**src/rtl/sdram_port_arbiter.sv**
```systemverilog
`default_nettype none
`timescale 1ns/1ps
// ============================================================================
// Module   : sdram_port_arbiter
// Purpose  : Two-client arbiter in front of the sdram_core application port,
//            with latched bursts, owner-only strobe routing and a watchdog.
// Revision : 1.0
// ============================================================================
module sdram_port_arbiter #(
    parameter int ADDR_W      = 24,
    parameter int LEN_W       = 10,
    parameter int DATA_W      = 16,
    parameter int C1_PRIORITY = 0,
    parameter int TIMEOUT     = 4096
) (
    input  logic              clk,
    input  logic              rst_n,
    input  logic              i_c0_rd_req,
    input  logic              i_c0_wr_req,
    input  logic [ADDR_W-1:0] i_c0_rd_addr,
    input  logic [ADDR_W-1:0] i_c0_wr_addr,
    input  logic [LEN_W-1:0]  i_c0_rd_len,
    input  logic [LEN_W-1:0]  i_c0_wr_len,
    input  logic [DATA_W-1:0] i_c0_wr_data,
    output logic              o_c0_wr_data_req,
    output logic              o_c0_wr_finish,
    output logic              o_c0_rd_data_valid,
    output logic              o_c0_rd_finish,
    input  logic              i_c1_rd_req,
    input  logic [ADDR_W-1:0] i_c1_rd_addr,
    input  logic [LEN_W-1:0]  i_c1_rd_len,
    output logic              o_c1_rd_data_valid,
    output logic              o_c1_rd_finish,
    output logic [DATA_W-1:0] o_rd_data,
    output logic              o_m_rd_req,
    output logic              o_m_wr_req,
    output logic [ADDR_W-1:0] o_m_rd_addr,
    output logic [ADDR_W-1:0] o_m_wr_addr,
    output logic [LEN_W-1:0]  o_m_rd_len,
    output logic [LEN_W-1:0]  o_m_wr_len,
    output logic [DATA_W-1:0] o_m_wr_data,
    input  logic              i_m_wr_data_req,
    input  logic              i_m_wr_finish,
    input  logic [DATA_W-1:0] i_m_rd_data,
    input  logic              i_m_rd_data_valid,
    input  logic              i_m_rd_finish,
    output logic              o_timeout_err,
    output logic              o_busy
);

    localparam int                c_WD_W    = $clog2(TIMEOUT);
    localparam logic [c_WD_W-1:0] c_WD_LAST = c_WD_W'(TIMEOUT - 1);
    localparam logic [1:0]        c_OWN_C0R = 2'd0;
    localparam logic [1:0]        c_OWN_C0W = 2'd1;
    localparam logic [1:0]        c_OWN_C1R = 2'd2;

    typedef enum logic [2:0] {
        S_IDLE = 3'd0,
        S_G0R  = 3'd1,
        S_G0W  = 3'd2,
        S_G1R  = 3'd3,
        S_REL  = 3'd4
    } state_t;

    state_t              r_state;
    logic [1:0]          r_owner;
    logic                r_rr_c1;
    logic [c_WD_W-1:0]   r_wd;
    logic                r_m_rd_req;
    logic                r_m_wr_req;
    logic [ADDR_W-1:0]   r_m_rd_addr;
    logic [ADDR_W-1:0]   r_m_wr_addr;
    logic [LEN_W-1:0]    r_m_rd_len;
    logic [LEN_W-1:0]    r_m_wr_len;

    logic w_in_g;
    logic w_fin;
    logic w_timeout;
    logic w_end;
    logic w_c0_any;
    logic w_pick_c1;
    logic w_owner_req;

    assign w_in_g    = (r_state == S_G0R) || (r_state == S_G0W) || (r_state == S_G1R);
    // Only the finish of the granted direction ends a burst.
    assign w_fin     = (((r_state == S_G0R) || (r_state == S_G1R)) && i_m_rd_finish)
                     || ((r_state == S_G0W) && i_m_wr_finish);
    assign w_timeout = w_in_g && !w_fin && (r_wd == c_WD_LAST);
    assign w_end     = w_fin || w_timeout;
    assign w_c0_any  = i_c0_rd_req || i_c0_wr_req;
    assign w_pick_c1 = i_c1_rd_req && (!w_c0_any || (C1_PRIORITY != 0) || r_rr_c1);
    assign w_owner_req = (r_owner == c_OWN_C0R) ? i_c0_rd_req :
                         (r_owner == c_OWN_C0W) ? i_c0_wr_req : i_c1_rd_req;

    always_ff @(posedge clk or negedge rst_n) begin
        if (!rst_n) begin
            r_state     <= S_IDLE;
            r_owner     <= c_OWN_C0R;
            r_rr_c1     <= 1'b1;
            r_wd        <= '0;
            r_m_rd_req  <= 1'b0;
            r_m_wr_req  <= 1'b0;
            r_m_rd_addr <= '0;
            r_m_wr_addr <= '0;
            r_m_rd_len  <= '0;
            r_m_wr_len  <= '0;
        end else begin
            case (r_state)
                S_IDLE: begin
                    r_wd <= '0;
                    if (w_pick_c1) begin
                        r_state     <= S_G1R;
                        r_owner     <= c_OWN_C1R;
                        r_rr_c1     <= 1'b0;
                        r_m_rd_req  <= 1'b1;
                        r_m_rd_addr <= i_c1_rd_addr;
                        r_m_rd_len  <= i_c1_rd_len;
                    end else if (i_c0_wr_req) begin
                        r_state     <= S_G0W;
                        r_owner     <= c_OWN_C0W;
                        r_rr_c1     <= 1'b1;
                        r_m_wr_req  <= 1'b1;
                        r_m_wr_addr <= i_c0_wr_addr;
                        r_m_wr_len  <= i_c0_wr_len;
                    end else if (i_c0_rd_req) begin
                        r_state     <= S_G0R;
                        r_owner     <= c_OWN_C0R;
                        r_rr_c1     <= 1'b1;
                        r_m_rd_req  <= 1'b1;
                        r_m_rd_addr <= i_c0_rd_addr;
                        r_m_rd_len  <= i_c0_rd_len;
                    end
                end
                S_G0R, S_G0W, S_G1R: begin
                    if (w_end) begin
                        r_state    <= S_REL;
                        r_m_rd_req <= 1'b0;
                        r_m_wr_req <= 1'b0;
                    end else begin
                        r_wd <= r_wd + 1'b1;
                    end
                end
                // Hold off until the owner drops its level request, so it is not re-served.
                S_REL: begin
                    if (!w_owner_req) begin
                        r_state <= S_IDLE;
                    end
                end
                default: r_state <= S_IDLE;
            endcase
        end
    end

    assign o_m_rd_req         = r_m_rd_req;
    assign o_m_wr_req         = r_m_wr_req;
    assign o_m_rd_addr        = r_m_rd_addr;
    assign o_m_wr_addr        = r_m_wr_addr;
    assign o_m_rd_len         = r_m_rd_len;
    assign o_m_wr_len         = r_m_wr_len;
    assign o_m_wr_data        = i_c0_wr_data;
    assign o_rd_data          = i_m_rd_data;
    assign o_c0_wr_data_req   = (r_state == S_G0W) && i_m_wr_data_req;
    assign o_c0_rd_data_valid = (r_state == S_G0R) && i_m_rd_data_valid;
    assign o_c1_rd_data_valid = (r_state == S_G1R) && i_m_rd_data_valid;
    assign o_c0_wr_finish     = (r_state == S_G0W) && w_end;
    assign o_c0_rd_finish     = (r_state == S_G0R) && w_end;
    assign o_c1_rd_finish     = (r_state == S_G1R) && w_end;
    assign o_timeout_err      = w_timeout;
    assign o_busy             = (r_state != S_IDLE);

endmodule
`default_nettype wire

```
**config.mk**
```make
export PLATFORM = sky130hd
export DESIGN_NAME = sdram_port_arbiter
export DESIGN_NICKNAME = d
export VERILOG_FILES = /design/src/rtl/sdram_port_arbiter.sv
export SDC_FILE = /design/constraint.sdc
export NUM_CORES = 1
export LEC_CHECK = 0
export BUFFER_PORTS_ARGS = -buffer_cell sky130_fd_sc_hd__buf_2
export CAP_MARGIN = 20
export CORE_MARGIN = 2
export CORE_UTILIZATION = 40
export DETAILED_ROUTE_END_ITERATION = 8
export PLACE_DENSITY_LB_ADDON = 0.08
export SLEW_MARGIN = 20
export SYNTH_ARGS = -nofsm -noshare
export SYNTH_HDL_FRONTEND = slang
export SYNTH_SLANG_ARGS = --single-unit
```
**constraint.sdc**
```tcl
create_clock -name clk -period 1.69 [get_ports clk]
set_input_delay 0.169 -clock clk [delete_from_list [all_inputs] [get_ports clk]]
set_output_delay 0.169 -clock clk [all_outputs]
set_load 0.05 [all_outputs]
```
==> run metrics <==
CP Capture Point=o_c0_wr_finish; Max clock buf depth=2; first-pass GRT wire length=17600 um; f_max=between 400 and 500 MHz; initial antenna violation count=0; via/cell ratio=5.01; Die X=109 um; status=finished with violations; Area contributors post-synth=dfrtp_1, mux2_1, mux2_2; asr flop ratio synth=between 90% and 100%; Cells after Synth=353; hold_ws=0.0428 ns; Hold Crit Class=in2reg; post-synthesis area per instance=approximately 12 sq um; TritonCTS clock tree=built; Core Area=10800 sq um; Syn Nets=497; RSZ-0062 raised after global routing=true; count leader, synth=dfrtp_1; Netlist cell types=45; final setup fails=84; Placed Instances=670; clock sink count=between 80 and 90; Max H-tree Level=3; pin count of the biggest net entering global routing=33; VDD IR max=1350 uV; R2R cell count=7; remaining antenna violation count=0; initial core utilization=40.8%; violated checks=setup timing; P_leak=3.24 nW; Top FF cell, synth=dfrtp_1; port bufs=approximately 190; fin area=6560 sq um; Tightest Pin Transition=0.483 ns; Vert. Die Dim=109 um; DRC Markers=0; routability cong.=approximately 0.8; DR vias=3563; WL final=12200 um; Power Total=13.6 mW; drt wl/cell=17.2 um; nets=712; worst r2r src=r_wd[1]; Final Hold Vio Count=0; vias in the first global route=3620; CP endpoint kind=output port; post-synthesis sequential area ratio=between 40% and 50%; final worst setup slack=-0.372 ns; period utilization=122%; crit-path max FO=3; P&R area growth vs syn=48.7%; latest clock arrival within the worst-skew pair=about 0.35 ns; P per Cell Area=2080 nW/um^2; Synth Cell Area=between 4000 and 5000 sq um; # rows=38; Worst setup SP type=flop; Post-synth EDFFs=0; Cell Count, Final, Fillers Out=711; die area=11900 sq um; post-DP HPWL=8350 um; worst hold stages=2; Slew Limit Fails=0; Tot GR Track Use=around 20%; IO Pins=about 250; worst reg2reg path endpoint=r_wd[7]; Final Critical Period=between 2 and 2.5 ns; antenna diode count=0; Arr. time, crit path=around 1.9 ns; placed cell areas=5610 sq um; GR Overflow Total=0; CTS buffer count=9; Warnings, synthesis=0; Reg clk slew, reported paths=0.08 ns; Worst EP required=1.52 ns; commonest cells in the netlist=dfrtp_1, mux2_1, mux2_2; MaxCap Viol Count=0; post-synth top area cell=dfrtp_1; clk_skew=between 0.005 and 0.006 ns; R2R Setup Slk=-0.17 ns; Worst slew margin=67.8%; CP Class=reg2out; clock root cell=clkbuf_8; initial DRC count=110; Yosys top cell area share=49.4%; number of synthesized register bits=between 80 and 90; Pre-Repair DR Iteration Count=4; share of cells above drive strength 1=between 60% and 70%; crit path from=r_wd[9]
registers in the layout (all words and copies together), names as in the netlist:
register	count
r_wd	12
o_m_rd_addr	24
o_m_wr_len	10
o_m_rd_len	10
o_m_wr_addr	24
r_state	3
o_m_wr_req	1
r_rr_c1	1
r_owner	2
o_m_rd_req	1
cells by family (layout without fill, tap and decap cells):
kind of cell,after synthesis,count (layout),share of synthesized area (%)
AO/OA/AOI/OAI,49,49,7.38
multiplexers,103,103,26.3
adder cells (fa/ha/maj),1,1,0.284
buffers and inverters,56,274,8.83
flip-flops,88,88,50.0
AND/OR/NAND/NOR,56,56,7.24
through the flow:
stage          utilization [%]  setup WS, ns  setup TNS (ns)
3_3_place_gp              52.0       -0.0759          -0.460
3_5_place_dp              52.0        -0.109          -0.768
4_1_cts                   55.0        -0.384           -4.19
5_1_grt                   60.7        -0.479          -13.59
6_report                  60.7        -0.372           -8.07
2_1_floorplan                -        -0.236          -0.523
report_power, final:
part,switching (mW),total [mW],internal (mW)
combinational,5.23,8.70,3.47
sequential,0.552,3.63,3.07
clock,0.737,1.29,0.551
total,6.52,13.6,7.09
cell type report:
cell class	count	area [sq um]
Fill cell	912	4240
Multi-Input combinational cell	209	2270
Sequential cell	88	2200
Timing Repair Buffer	254	1720
Tap cell	140	175
Clock buffer	10	138
Clock inverter	4	22.5
Inverter	6	22.5
worst min-delay path by stage:
stage,from,to
global route,i_c0_wr_len[8],o_m_wr_len[8]
CTS,i_c0_wr_addr[10],o_m_wr_addr[10]
detailed placement,rst_n,o_m_rd_addr[15]
finish,i_c0_wr_len[8],o_m_wr_len[8]
floorplan,rst_n,o_m_rd_addr[0]
global placement,rst_n,o_m_rd_addr[15]
worst max-delay path, stage by stage (launching register included):
cell     delay, ns
dfrtp_1       0.40
nand4_4       0.15
nor4_4        0.38
a21oi_4       0.13
nor4b_4       0.29
buf_6         0.19
cells in the final DEF (no fill, tap or decap), types with 4 or more instances in the layout:
cell type  instances
dfrtp_1           86
mux2_4            68
a21oi_1            8
clkbuf_16          5
o21ai_0            4
nor3_1             5
buf_6             16
buf_2            179
mux2_2             7
buf_12             7
nor2_1             8
inv_1              5
mux2_1            27
clkbuf_8          10
nand2_1           13
a31oi_1           12
o21a_1             4
nand2b_1           4
buf_4             43
nand3_1            5
per-layer routing:
layer / part of all wire [%] / track usage, %
met2: 51 / 34.0
met4: 2.3 / 9.43
met3: 6.4 / 5.14
met5: 0 / 0
met1: 40 / 21.9
what timing repair did:
| action | CTS | global route |
|---|---|---|
| cloned | 0 | 7 |
| endpoints found under the setup margin | 29 | 93 |
| hold buffers | 1 | 0 |
| hold endpoints to repair | 28 | 0 |
| gates resized for setup | 26 | 95 |
| pin swaps | 3 | 10 |
| setup buffers | 9 | 11 |
No activity file was read; power rests on OpenSTA's default activity.
